### config.mk
export PLATFORM = sky130hd
export DESIGN_NAME = rr_arb
export DESIGN_NICKNAME = d
export VERILOG_FILES = /design/src/rtl/rr_arb.sv
export SDC_FILE = /design/constraint.sdc
export NUM_CORES = 1
export LEC_CHECK = 0
export ABC_CLOCK_PERIOD_IN_PS = 3200
export CAP_MARGIN = 10
export CORE_ASPECT_RATIO = 0.6
export CORE_UTILIZATION = 23
export DETAILED_ROUTE_END_ITERATION = 10
export SETUP_SLACK_MARGIN = 0.3
export SLEW_MARGIN = 10
export SYNTH_ARGS = -nofsm -noshare
export SYNTH_HDL_FRONTEND = slang
export SYNTH_SLANG_ARGS = --single-unit
### constraint.sdc
create_clock -name clk -period 3.2 [get_ports clk]
set_input_delay 0.8 -clock clk [delete_from_list [all_inputs] [get_ports clk]]
set_output_delay 0.8 -clock clk [all_outputs]
set_load 0.01 [all_outputs]
### src/rtl/rr_arb.sv
// rr_arb: round-robin arbiter with a registered grant held across multi-beat transfers,
// drop detection and a forced release after MAX_BEATS accepted beats.
module rr_arb #(
    parameter int WIDTH     = 16,
    parameter int MAX_BEATS = 64,
    parameter int IW        = $clog2(WIDTH)
) (
    input  logic             clk,
    input  logic             rst_n,
    input  logic [WIDTH-1:0] req,
    input  logic [WIDTH-1:0] last,
    input  logic             out_rdy,
    output logic [WIDTH-1:0] gnt,
    output logic [IW-1:0]    gnt_idx,
    output logic             gnt_vld,
    output logic             drop_err,
    output logic             tmo
);
    localparam int BW = $clog2(MAX_BEATS + 1);

    typedef enum logic {IDLE, BUSY} st_e;

    st_e              st_q;
    logic [IW-1:0]    ptr_q, idx_q;
    logic [WIDTH-1:0] gnt_q;
    logic [BW-1:0]    beats_q;
    logic             drop_q, tmo_q;

    // {found, index}: first set bit at or above p, else lowest set bit overall
    function automatic logic [IW:0] sel(input logic [WIDTH-1:0] r, input logic [IW-1:0] p);
        logic          hi_f, lo_f;
        logic [IW-1:0] hi_i, lo_i;
        hi_f = 1'b0;
        lo_f = 1'b0;
        hi_i = '0;
        lo_i = '0;
        for (int i = WIDTH - 1; i >= 0; i--) begin
            if (r[i]) begin
                lo_f = 1'b1;
                lo_i = IW'(i);
                if (i >= int'(p)) begin
                    hi_f = 1'b1;
                    hi_i = IW'(i);
                end
            end
        end
        return {hi_f | lo_f, hi_f ? hi_i : lo_i};
    endfunction

    logic          busy, drop_d, done_d, tmo_d, rel_d, win_d;
    logic [IW-1:0] nxt_d, win_idx_d;

    always_comb begin
        busy   = st_q == BUSY;
        nxt_d  = idx_q == IW'(WIDTH - 1) ? '0 : idx_q + IW'(1);
        drop_d = busy & ~req[idx_q];
        done_d = busy & req[idx_q] & out_rdy & last[idx_q];
        tmo_d  = busy & req[idx_q] & out_rdy & ~last[idx_q] & (beats_q == BW'(MAX_BEATS - 1));
        rel_d  = drop_d | done_d | tmo_d;
        // the releasing requester is masked out so it cannot win its own release cycle
        {win_d, win_idx_d} = rel_d ? sel(req & ~gnt_q, nxt_d) : sel(req, ptr_q);
    end

    always_ff @(posedge clk) begin
        if (!rst_n) begin
            st_q    <= IDLE;
            ptr_q   <= '0;
            idx_q   <= '0;
            gnt_q   <= '0;
            beats_q <= '0;
            drop_q  <= 1'b0;
            tmo_q   <= 1'b0;
        end else begin
            drop_q <= drop_d;
            tmo_q  <= tmo_d;
            if (st_q == IDLE) begin
                if (win_d) begin
                    st_q    <= BUSY;
                    idx_q   <= win_idx_d;
                    gnt_q   <= WIDTH'(1) << win_idx_d;
                    beats_q <= '0;
                end
            end else if (rel_d) begin
                ptr_q   <= nxt_d;
                beats_q <= '0;
                if (win_d) begin
                    idx_q <= win_idx_d;
                    gnt_q <= WIDTH'(1) << win_idx_d;
                end else begin
                    st_q  <= IDLE;
                    gnt_q <= '0;
                end
            end else if (out_rdy) begin
                beats_q <= beats_q + BW'(1);
            end
        end
    end

    assign gnt      = gnt_q;
    assign gnt_idx  = idx_q;
    assign gnt_vld  = st_q == BUSY;
    assign drop_err = drop_q;
    assign tmo      = tmo_q;
endmodule
==> impl_metrics.toml <==
[clock_network]
numCtsBuffers = 5
clkTransAtPathRegs_ps = 50
cts_root_buffer = "clkbuf_16"
ctsLongestPathBuffers = 2
cts.htree.levels = 2
cts.sinks = 34
cts_tree = "done"
clk_latency_ps = 290

[sta]
post-route-min-period_ps = 3123
max_freq_mhz = 320.3
fin_ws_ps = 77.48
finalCritPeriodShare = 0.9758
drv_slew = 0
whs_ps = 541.1
hold_violations = 0
rsz0062_at_grt = "yes"
slew_headroom = 0.6286
setup_viol = 0
tightestPinTransition_ps = 552.0
finClkSkew_ps = 11.35

[cells_and_area]
finish.cell_count_without_fillers = 828
area_delta_synth_final_pct = 73.80
diodes = 0
nets = 675
utilization = 0.4169
drive_gt1_frac = 0.4355

[routing]
routed_wl_mm = 16.02
drt-pass1-iter-count = 5
vias_per_cell = 5.367
vias = 4444
routedWlPerCell_um = 19.35
drt_iter0_drc = 479
ant_nets = 0
drcViolationCount = 0

[worst_hold_path]
hp-class = "reg2reg"
hp-start = "beats_q[5]"

[logic_synthesis]
avgSynthCellArea_sq_um = 7.704
synth.cell_area_sq_mm = 0.003328
synthFlopType = "dfxtp_1"
ys_seq_area_frac = 0.2045
synth-edff-count = 0
synth.distinct_cells = 79
synth_nets = 472
ys_warn_count = 0
ys_ff_latch = 34
synthArstFlopShare = 0
syn_inst = 432

[setup_path]
critical-path-max-stage-delay_ps = 560
arrival_ps = 3350
r2r_slack_ps = 120
crit_required_ps = 3430
cp_max_fo = 4
cp-start-kind = "primary input"
endpoint_kind = "flop"
cp-startpoint = "req[8]"
worstPathCellList = "buf_6, buf_6, mux4_2, mux4_2, buf_6, a21boi_4, buf_6, buf_12, o2111ai_4, buf_6, o32ai_4, buf_6, a32o_1"
crit_slowest_cell = "mux4_2"
critical_path.most_common_cell = "buf_6"
r2r-start = "gnt_idx[2]"
crit_type = "in2reg"

[die]
pin_count = 58
die_h_um = 95.18
initial_core_util = 0.2399
fp-row-count = 33
chipWidth_um = 157.3
coreArea_sq_mm = 0.01387
die_area_sq_mm = 0.01497

[power_and_ir_drop]
p_leak_nw = 2.291
vdd_drop_max_mv = 0.3653
power_w = 0.004378
power.density_mw_per_mm2 = 756.9

[placement]
dp_cells = 796
hpwl_mm = 12.68
io_buffers = 57
dp_slack_ps = -546.0
gp_congestion = 0.9728

[run]
cap_violations = 0

[grt]
grt_start_max_net_pins = 17
grt_pass1_vias = 4383
grt_pass1_wl_mm = 24.30
grt-ovfl-total = 0
antenna_found_initial = 0
track_usage = 0.2169

[status]
outcome = "complete, no violations"
-- kinds of logic (layout without fill, tap and decap cells) --
family / count (synthesis) / in the layout / share of synthesized area
adders and majority gates: 6 / 6 / 0.02180
and+or+nand+nor: 177 / 177 / 0.2782
muxes: 13 / 13 / 0.07669
AOI/OAI and AO/OA: 158 / 158 / 0.3474
xor gates and xnor gates: 7 / 7 / 0.01842
buffers and inverters: 37 / 241 / 0.05300
DFF: 34 / 34 / 0.2045
-- synth_stat cells (6+ instances only) --
cell type   n  share of area
nand2b_1   19          0.036
mux4_2     10          0.068
a211oi_1    8          0.018
nor4_1      8          0.015
clkbuf_1   15          0.017
o21ai_0    23          0.035
a221oi_1    8          0.021
dfxtp_1    34           0.20
nor3_1     12          0.018
nor2_1     40          0.045
o31ai_1     7          0.016
inv_1      12          0.014
nand4_1     6          0.011
a21o_1      6          0.014
nor2b_1    23          0.043
nand3_1     9          0.014
a21oi_1    28          0.042
nand2_1    36          0.041
-- timing repair --
item                                    4_1_cts  5_1_grt
pin swaps                                    27       15
endpoints found under the setup margin       31       27
cloned                                        1        0
hold buffers                                  0        0
buffers inserted                             17        6
gates resized for setup                     182       26
-- routing by layer --
layer / global-route usage / share of wire
met1: 0.3170 / 0.48
met2: 0.3175 / 0.42
met3: 0.05455 / 0.092
met4: 0.04126 / 0.012
met5: 0 / 0
-- power by group --
part	leakage, nW	internal, W	switching, W
Clock	0.0739	0.000309	0.000194
Combinational	1.94	0.00163	0.00159
Sequential	0.278	0.000509	0.000145
Total	2.29	0.00245	0.00193
-- worst paths after layout --
path	cells after the start	endpoint
hold reg to reg	2	beats_q[5]
setup / recovery	13	gnt[12]
hold / removal	2	beats_q[5]
setup reg to reg	13	gnt[14]
-- critical path, delay by kind of cell --
family | cells | cell delay (ps)
muxes | 2 | 1010
buffers and inverters | 7 | 890
AOI/OAI and AO/OA | 4 | 650
-- registers in the layout (all words and copies together), names as in the netlist --
name and flops:
gnt 16, tmo 1, gnt_vld 1, ptr_q 4, beats_q 7, gnt_idx 4
drop_err 1
-- metrics by stage --
stage / setup TNS (ps) / area (sq um)
floorplan: -27.87 / 3416
global placement: -13110 / 5101
detailed placement: -11980 / 5101
CTS: 0 / 5649
global route: 0 / 5784
finish: 0 / 5784
-- final cells by class --
type,count,area [sq um]
Fill cell,1390,8089
Tap cell,192,240.2
Sequential cell,34,685.7
Clock buffer,7,142.6
Multi-Input combinational cell,361,2839
Timing Repair Buffer,219,1819
Inverter,14,52.55
Clock inverter,1,5.005
-- layout by cell type, fill, tap and decap left out, drive strengths merged, types with 4 or more instances in the layout --
master / count
ha: 5
nand2: 37
a21oi: 30
inv: 13
nand2b: 19
o21ai: 27
nor2: 40
a22oi: 5
nor4: 8
nand3: 9
xnor2: 5
clkdlybuf4s50: 25
a21boi: 7
a32o: 4
dfxtp: 34
nor2b: 23
a221oi: 9
o31ai: 7
buf: 192
a31oi: 5
o22ai: 5
mux4: 10
a21o: 6
nor3: 12
o211ai: 5
nand4: 6
clkbuf: 8
a211oi: 8
and2: 6
a22o: 5
(Power assumes the default switching activity.)
